--- config.mk ---
export PLATFORM = sky130hd
export DESIGN_NAME = alu_input_sequencer
export DESIGN_NICKNAME = d
export VERILOG_FILES = /design/src/rtl/alu_seq_pkg.sv /design/src/rtl/alu_input_sequencer_debounce.sv /design/src/rtl/alu_input_sequencer.sv
export SDC_FILE = /design/constraint.sdc
export NUM_CORES = 1
export LEC_CHECK = 0
export ABC_AREA = 1
export CORE_UTILIZATION = 60
export CTS_CLUSTER_SIZE = 28
export DETAILED_ROUTE_END_ITERATION = 12
export PLACE_DENSITY = 0.83
export SETUP_SLACK_MARGIN = 0.4
export SLEW_MARGIN = 20
export SYNTH_ARGS = -nofsm -noshare
export SYNTH_HDL_FRONTEND = slang
export SYNTH_SLANG_ARGS = --single-unit
--- constraint.sdc ---
create_clock -name clock -period 3.49 [get_ports clock]
set_input_delay 0.349 -clock clock [delete_from_list [all_inputs] [get_ports clock]]
set_output_delay 0.349 -clock clock [all_outputs]
set_load 0.1 [all_outputs]
--- src/rtl/alu_seq_pkg.sv ---
// Shared definitions for the ALU input sequencer: FSM states, button roles and
// the default debounce length.
package alu_seq_pkg;

  localparam int unsigned STATE_W = 3;

  typedef enum logic [STATE_W-1:0] {
    WAIT_A  = 3'd0,
    WAIT_B  = 3'd1,
    WAIT_OP = 3'd2,
    EXEC    = 3'd3,
    DISPLAY = 3'd4
  } state_e;

  localparam int unsigned BTN_A  = 0;
  localparam int unsigned BTN_B  = 1;
  localparam int unsigned BTN_OP = 2;

  localparam int unsigned DEB_CYCLES_DEF = 100000;

endpackage

--- src/rtl/alu_input_sequencer_debounce.sv ---
// One push button: 2-flop synchroniser, stability counter, debounced level and
// a one-cycle pulse on each rising edge of the debounced level.
module btn_debounce
  import alu_seq_pkg::*;
#(
  parameter int unsigned DEB_CYCLES = DEB_CYCLES_DEF
) (
  input  logic clock,
  input  logic i_reset,
  input  logic i_btn,
  output logic o_press
);

  localparam int unsigned CNT_W = (DEB_CYCLES > 1) ? $clog2(DEB_CYCLES) : 1;
  localparam logic [CNT_W-1:0] CNT_LAST = CNT_W'(DEB_CYCLES - 1);

  logic [1:0]       r_sync;
  logic [CNT_W-1:0] r_cnt;
  logic             r_level;
  logic             r_level_q;

  always_ff @(posedge clock) begin
    if (i_reset) begin
      r_sync    <= '0;
      r_cnt     <= '0;
      r_level   <= 1'b0;
      r_level_q <= 1'b0;
    end else begin
      r_sync    <= {r_sync[0], i_btn};
      r_level_q <= r_level;
      // The DEB_CYCLES-th consecutive mismatching cycle flips the level.
      if (r_sync[1] != r_level) begin
        if (r_cnt == CNT_LAST) begin
          r_level <= ~r_level;
          r_cnt   <= '0;
        end else begin
          r_cnt <= r_cnt + CNT_W'(1);
        end
      end else begin
        r_cnt <= '0;
      end
    end
  end

  assign o_press = r_level & ~r_level_q;

endmodule

--- src/rtl/alu_input_sequencer.sv ---
// Loads operand A, operand B and the opcode from the switches in order, captures
// the ALU result and holds it on the LEDs until the next sequence starts.
module alu_input_sequencer
  import alu_seq_pkg::*;
#(
  parameter int unsigned NB_BTN     = 3,
  parameter int unsigned NB_OP      = 6,
  parameter int unsigned NB_AB      = 4,
  parameter int unsigned DEB_CYCLES = DEB_CYCLES_DEF
) (
  input  logic               clock,
  input  logic               i_reset,
  input  logic [NB_OP-1:0]   i_sw,
  input  logic [NB_BTN-1:0]  i_btn,
  input  logic [NB_AB-1:0]   i_alu_result,
  output logic [NB_AB-1:0]   o_data_a,
  output logic [NB_AB-1:0]   o_data_b,
  output logic [NB_OP-1:0]   o_op,
  output logic [NB_AB-1:0]   o_led,
  output logic               o_result_valid,
  output logic [STATE_W-1:0] o_state
);

  logic [NB_BTN-1:0] w_press;

  for (genvar gi = 0; gi < NB_BTN; gi++) begin : g_deb
    btn_debounce #(
      .DEB_CYCLES(DEB_CYCLES)
    ) u_deb (
      .clock  (clock),
      .i_reset(i_reset),
      .i_btn  (i_btn[gi]),
      .o_press(w_press[gi])
    );
  end

  state_e r_state;
  state_e w_state_d;
  logic   w_load_a;
  logic   w_load_b;
  logic   w_load_op;
  logic   w_capture;

  logic [NB_AB-1:0] r_data_a;
  logic [NB_AB-1:0] r_data_b;
  logic [NB_OP-1:0] r_op;
  logic [NB_AB-1:0] r_led;
  logic             r_valid;

  always_ff @(posedge clock) begin
    if (i_reset) begin
      r_state <= WAIT_A;
    end else begin
      r_state <= w_state_d;
    end
  end

  // btn0 always wins; a lower-priority press in the same cycle is dropped.
  always_comb begin
    w_state_d = r_state;
    unique case (r_state)
      WAIT_A:  if (w_press[BTN_A]) w_state_d = WAIT_B;
      WAIT_B: begin
        if (w_press[BTN_A])      w_state_d = WAIT_B;
        else if (w_press[BTN_B]) w_state_d = WAIT_OP;
      end
      WAIT_OP: begin
        if (w_press[BTN_A])       w_state_d = WAIT_B;
        else if (w_press[BTN_OP]) w_state_d = EXEC;
      end
      EXEC:    w_state_d = DISPLAY;
      DISPLAY: if (w_press[BTN_A]) w_state_d = WAIT_B;
      default: w_state_d = WAIT_A;
    endcase
  end

  always_comb begin
    w_load_a  = 1'b0;
    w_load_b  = 1'b0;
    w_load_op = 1'b0;
    w_capture = 1'b0;
    unique case (r_state)
      WAIT_A, DISPLAY: w_load_a = w_press[BTN_A];
      WAIT_B: begin
        w_load_a = w_press[BTN_A];
        w_load_b = ~w_press[BTN_A] & w_press[BTN_B];
      end
      WAIT_OP: begin
        w_load_a  = w_press[BTN_A];
        w_load_op = ~w_press[BTN_A] & w_press[BTN_OP];
      end
      EXEC:    w_capture = 1'b1;
      default: w_capture = 1'b0;
    endcase
  end

  always_ff @(posedge clock) begin
    if (i_reset) begin
      r_data_a <= '0;
      r_data_b <= '0;
      r_op     <= '0;
      r_led    <= '0;
      r_valid  <= 1'b0;
    end else begin
      if (w_load_a)  r_data_a <= i_sw[NB_AB-1:0];
      if (w_load_b)  r_data_b <= i_sw[NB_AB-1:0];
      if (w_load_op) r_op     <= i_sw;
      if (w_capture) r_led    <= i_alu_result;
      r_valid <= w_capture;
    end
  end

  assign o_data_a       = r_data_a;
  assign o_data_b       = r_data_b;
  assign o_op           = r_op;
  assign o_led          = r_led;
  assign o_result_valid = r_valid;
  assign o_state        = r_state;

endmodule

Yosys cells after proc, flatten, opt, wreduce, memory -nomap -nowiden
Cells that the tools add are included.

Flip-flop bits (word level): 85. Logic and storage cells: 69.

Add/subtract/negate cells: 3. Eq/ne operators: 13. Mux-type cells: 10. Bitwise logic cells: 15. Reductions and logical operators: 10.

Operator list (count): $add A17 B1 Y17 const B (3); $eq A17 B17 Y1 const B (3); $mux W3 (5); $pmux W3 S4 (1); $not A1 Y1 (10); $reduce_or A3 Y1 (3); $eq A3 B2 Y1 const B (2); $ne A3 B1 Y1 const B (2); $reduce_and A2 Y1 (3); $and A1 B1 Y1 (5); $mux W1 (4); $reduce_or A4 Y1 (1); $eq A3 B1 Y1 const B (1); $eq A3 B3 Y1 const B (1); $logic_not A3 Y1 (1); $ne A1 B1 Y1 (3); $reduce_and A3 Y1 (1); $ne A2 B1 Y1 const B (1); $reduce_or A2 Y1 (1).

Depth between registers and ports, before layout
Depth after elaboration: 5. Gate-level depth with buffers: 9.

Hierarchy
From an unflattened synthesis, not the netlist that was laid out.

Cells, all modules: 561. Area, all modules: 3898.7 um^2.

Modules (own cells, without submodules): btn_debounce (times used 3, cells an instance 147, area each 1007.2 um^2, sequential area each 420.4 um^2); alu_input_sequencer (times used 1, cells an instance 120, area each 877.1 um^2, sequential area each 440.4 um^2).

Worst setup path after synthesis
OpenSTA, ideal clock, no wires.

Kind: flip-flop to flip-flop. Start point: register r_state[0] (netlist: o_state[0]). End point: register r_op[1] (netlist: o_op[1]). Arrival: 1826 ps. Path slack: 1594 ps. Cell stages (with the launch flop): 8. Buffers on the path: 1. Clock period less this slack: 1896 ps. Cells stage by stage: dfxtp_1 > inv_1 > nand2_1 > nor2_1 > nand4_1 > buf_2 > o21ai_0 > a21oi_1.

Cells in the longest elaborated chain, start to end: 2.

Ends and longest elaborated chain: from (decl) (RTL line alu_input_sequencer.sv:37) `state_e r_state;`; from (signal assigned) (RTL line alu_input_sequencer.sv:54) `r_state <= w_state_d;`; $eq A3 B2 Y1 (RTL line alu_input_sequencer.sv:82) `unique case (r_state)`; $mux W1 (RTL line alu_input_sequencer.sv:82); to (signal assigned) (RTL line alu_input_sequencer.sv:107) `if (w_load_op) r_op <= i_sw;`; to (decl) (RTL line alu_input_sequencer.sv:46) `logic [NB_OP-1:0] r_op;`.

No other way between the ends. A chain may end at the register's enable or synchronous reset.

Worst setup path after layout
Start point: register r_state[2] (netlist: o_state[2]). End point: output port o_state[2].

RTL lines: to (decl) (RTL line alu_input_sequencer.sv:21) `output logic [STATE_W-1:0] o_state`.

No word-level cell between the ends.

==> impl_metrics.tcl <==
set metrics [dict create \
    synth_enable_flop_cells 0 \
    io-pin-count 37 \
    layout_worst_path_cycle_share 0.664 \
    drt_first_pass_iters 4 \
    cts_tree "yes" \
    dpl.hpwl_um 5380 \
    postCtsSetupBuffers 0 \
    worst_slew_margin_rel 0.346 \
    finalSetupTns_ns 0 \
    cts_num_sinks 85 \
    layout.nets 587 \
    antenna_found_initial 0 \
    cts.htree.levels 3 \
    globalRouteOverflowTotal 0 \
    max-cap-violations 0 \
    fillerInstances 465 \
    routed-via-count 3395 \
    min_path_type "reg2reg" \
    timing.critical_path.slowest_cell_delay_ns 1.17 \
    timing.clock.skew_ns 0.00688 \
    max_freq_mhz 432 \
    areaGrowthSynthToFinish_pct 15.2 \
    post-route-util 0.737 \
    wire_per_inst_um 11.6 \
    synth_top_cell_by_area "dfxtp_1" \
    cts_resized 0 \
    row_count 28 \
    fp.dieArea_sq_um 6790 \
    cts.root.buffer_cell "clkbuf_8" \
    start_util 0.640 \
    grt_max_degree 21 \
    critPathRequiredTime_ns 3.14 \
    synthCells 529 \
    worst-r2r-cell-count 6 \
    clk-insertion-delay-late_ns 0.35 \
    grt_first_pass_wirelength_um 12500 \
    placed_cells_incl_taps 633 \
    cts.reportedPaths.clkPinSlew_ns 0.08 \
    mappedNetlistArea_sq_um 3880 \
    global_route.usage.total 0.238 \
    post_synth.cell_area_avg_sq_um 7.33 \
    ys.warnings.count 0 \
    critical_path_arrival_ns 1.97 \
    quantity_of_hold_fixing_buffers_added_after_cts 0 \
    synth_top_area_share 0.439 \
    synth_fp_nets 547 \
    synthTopCellsByArea "dfxtp_1, nor2_1, nand2_1, inv_1, nand3_1" \
    drt_iter0_markers 153 \
    crit_chain "clkdlybuf4s50_1" \
    synth_seq_cells 85 \
    clock_path_buffers 2 \
    post-route-min-period_ns 2.32 \
    path_buf_inv 1 \
    synthDistinctLibCells 31 \
    yosysMostFrequentCell "nor2_1" \
    worst_ir_drop_vdd_v 0.000316 \
    crit_family "buffers and inverters" \
    first_global_vias 3016 \
    timing_worst_setup_path_type "reg2out" \
    core-area_sq_um 6060 \
    crit_path_max_fanout 7 \
    postSynth.topFlopCell "dfxtp_1" \
    finalSetupViolations 0 \
    rrSetupSlack_ns 1.94 \
    num_antenna_cells 0 \
    drtAntennaViolNets 0 \
    power.density_nw_per_um2 444 \
    timing.critical_path.to_type "primary output" \
    ys_async_sr_fraction 0 \
    buffers_on_ports 36 \
    final_hold_viol_count 0 \
    power.leakage_nw 1.53 \
    crit_cells 1 \
    cp_slowest_cell "clkdlybuf4s50_1" \
    post_synth_most_frequent_cells "nor2_1, nand2_1, dfxtp_1" \
    clock_buffers_created_by_tritoncts 9 \
    yosysSeqAreaShare 0.439 \
    drv_slew 0 \
    vias_per_cell 5.23 \
    gp_routability_congestion 0.899 \
    grt_setup_unrepaired "false" \
    routed_wl_um 7510 \
    post_layout_nonfiller_instances 649 \
    drive_above_1_share 0.0906 \
    run_status "completed" \
    fp.dieH_um 82.4 \
    chipWidth_um 82.4 \
    max_slew.worst_pin.slew_ns 0.977 \
    setup.worst_path.start_class "flip-flop" \
    hold-path-cell-count 2 \
    drc_errors 0 \
]
cell families (layout without fill, tap and decap cells):
family | Yosys count | count (layout) | share of synthesized area
AOI/OAI and AO/OA | 58 | 58 | 0.0816
xor gates and xnor gates | 20 | 20 | 0.0452
adders and majority gates | 3 | 3 | 0.00968
buffers and inverters | 85 | 130 | 0.0949
DFF | 85 | 85 | 0.439
and+or+nand+nor | 278 | 278 | 0.330
cells in the final DEF (no fill, tap or decap), types with 2 or more instances in the layout:
cell and instances:
nor2_1 89, nand2_1 87, ha_1 3, nor2_2 13
xnor2_1 4, inv_2 2, clkbuf_1 3, nand2_2 6
a21oi_2 5, nor3_1 17, dfxtp_1 85, a21oi_1 26
nand3b_1 2, bufinv_16 2, nand4_1 17, clkbuf_8 9
or2_2 2, nor3_2 2, clkdlybuf4s50_1 36, xor2_1 16
inv_1 75, o21ai_0 24, nand3_1 35, nand3_2 4
state kept, by name (all words and copies together) (netlist names):
signal	cells
g_deb.u_deb.r_cnt	51
o_data_a	4
o_state	3
g_deb.u_deb.r_level	3
g_deb.u_deb.r_sync	6
g_deb.u_deb.r_level_q	3
o_led	4
o_data_b	4
o_op	6
o_result_valid	1
path summary, 6_finish.rpt:
| kind | startpoint | to |
|---|---|---|
| worst max-delay path | o_state[2]$_SDFFE_PP0P_ | o_state[2] |
| worst min-delay path | g_deb[1].u_deb.r_sync[0]$_SDFF_PP0_ | g_deb[1].u_deb.r_sync[1]$_SDFF_PP0_ |
| worst max register to register | o_state[0]$_SDFFE_PP0P_ | o_op[4]$_SDFFE_PP0P_ |
| worst min register to register | g_deb[1].u_deb.r_sync[0]$_SDFF_PP0_ | g_deb[1].u_deb.r_sync[1]$_SDFF_PP0_ |
routing by layer:
layer / part of all wire / global-route usage / wire [um]
met1: 0.47 / 0.285 / 3520
met2: 0.48 / 0.411 / 3580
met3: 0.036 / 0.0396 / 274
met4: 0.018 / 0.116 / 136
met5: 0 / 0 / 0
metrics by stage:
step	total power [mW]	worst slack, ns	hold slack [ns]	area, sq um
2_1_floorplan	1.21	1.59	0.388	3880
3_3_place_gp	1.26	1.56	0.390	4260
6_report	1.98	1.17	0.408	4470
4_1_cts	2.00	1.17	0.408	4470
5_1_grt	2.06	1.11	0.432	4470
3_5_place_dp	1.27	1.49	0.394	4260
layout make-up:
class,count,area [sq um],share of cell area
Clock buffer,12,135,0.0302
Clock inverter,4,72.6,0.0162
Inverter,77,289,0.0647
Timing Repair Buffer,37,368,0.0823
Sequential cell,85,1700,0.381
Tap cell,75,93.8,0.0210
Multi-Input combinational cell,359,1810,0.405
report_power, final:
| part | total (mW) | leakage [nW] | switching [mW] | internal, mW |
|---|---|---|---|---|
| clock | 0.737 | 0.101 | 0.334 | 0.403 |
| sequential | 1.00 | 0.686 | 0.0152 | 0.986 |
| combinational | 0.246 | 0.747 | 0.177 | 0.0690 |
| total | 1.98 | 1.53 | 0.526 | 1.46 |
Note: power is estimated with default switching activity, not from simulation.
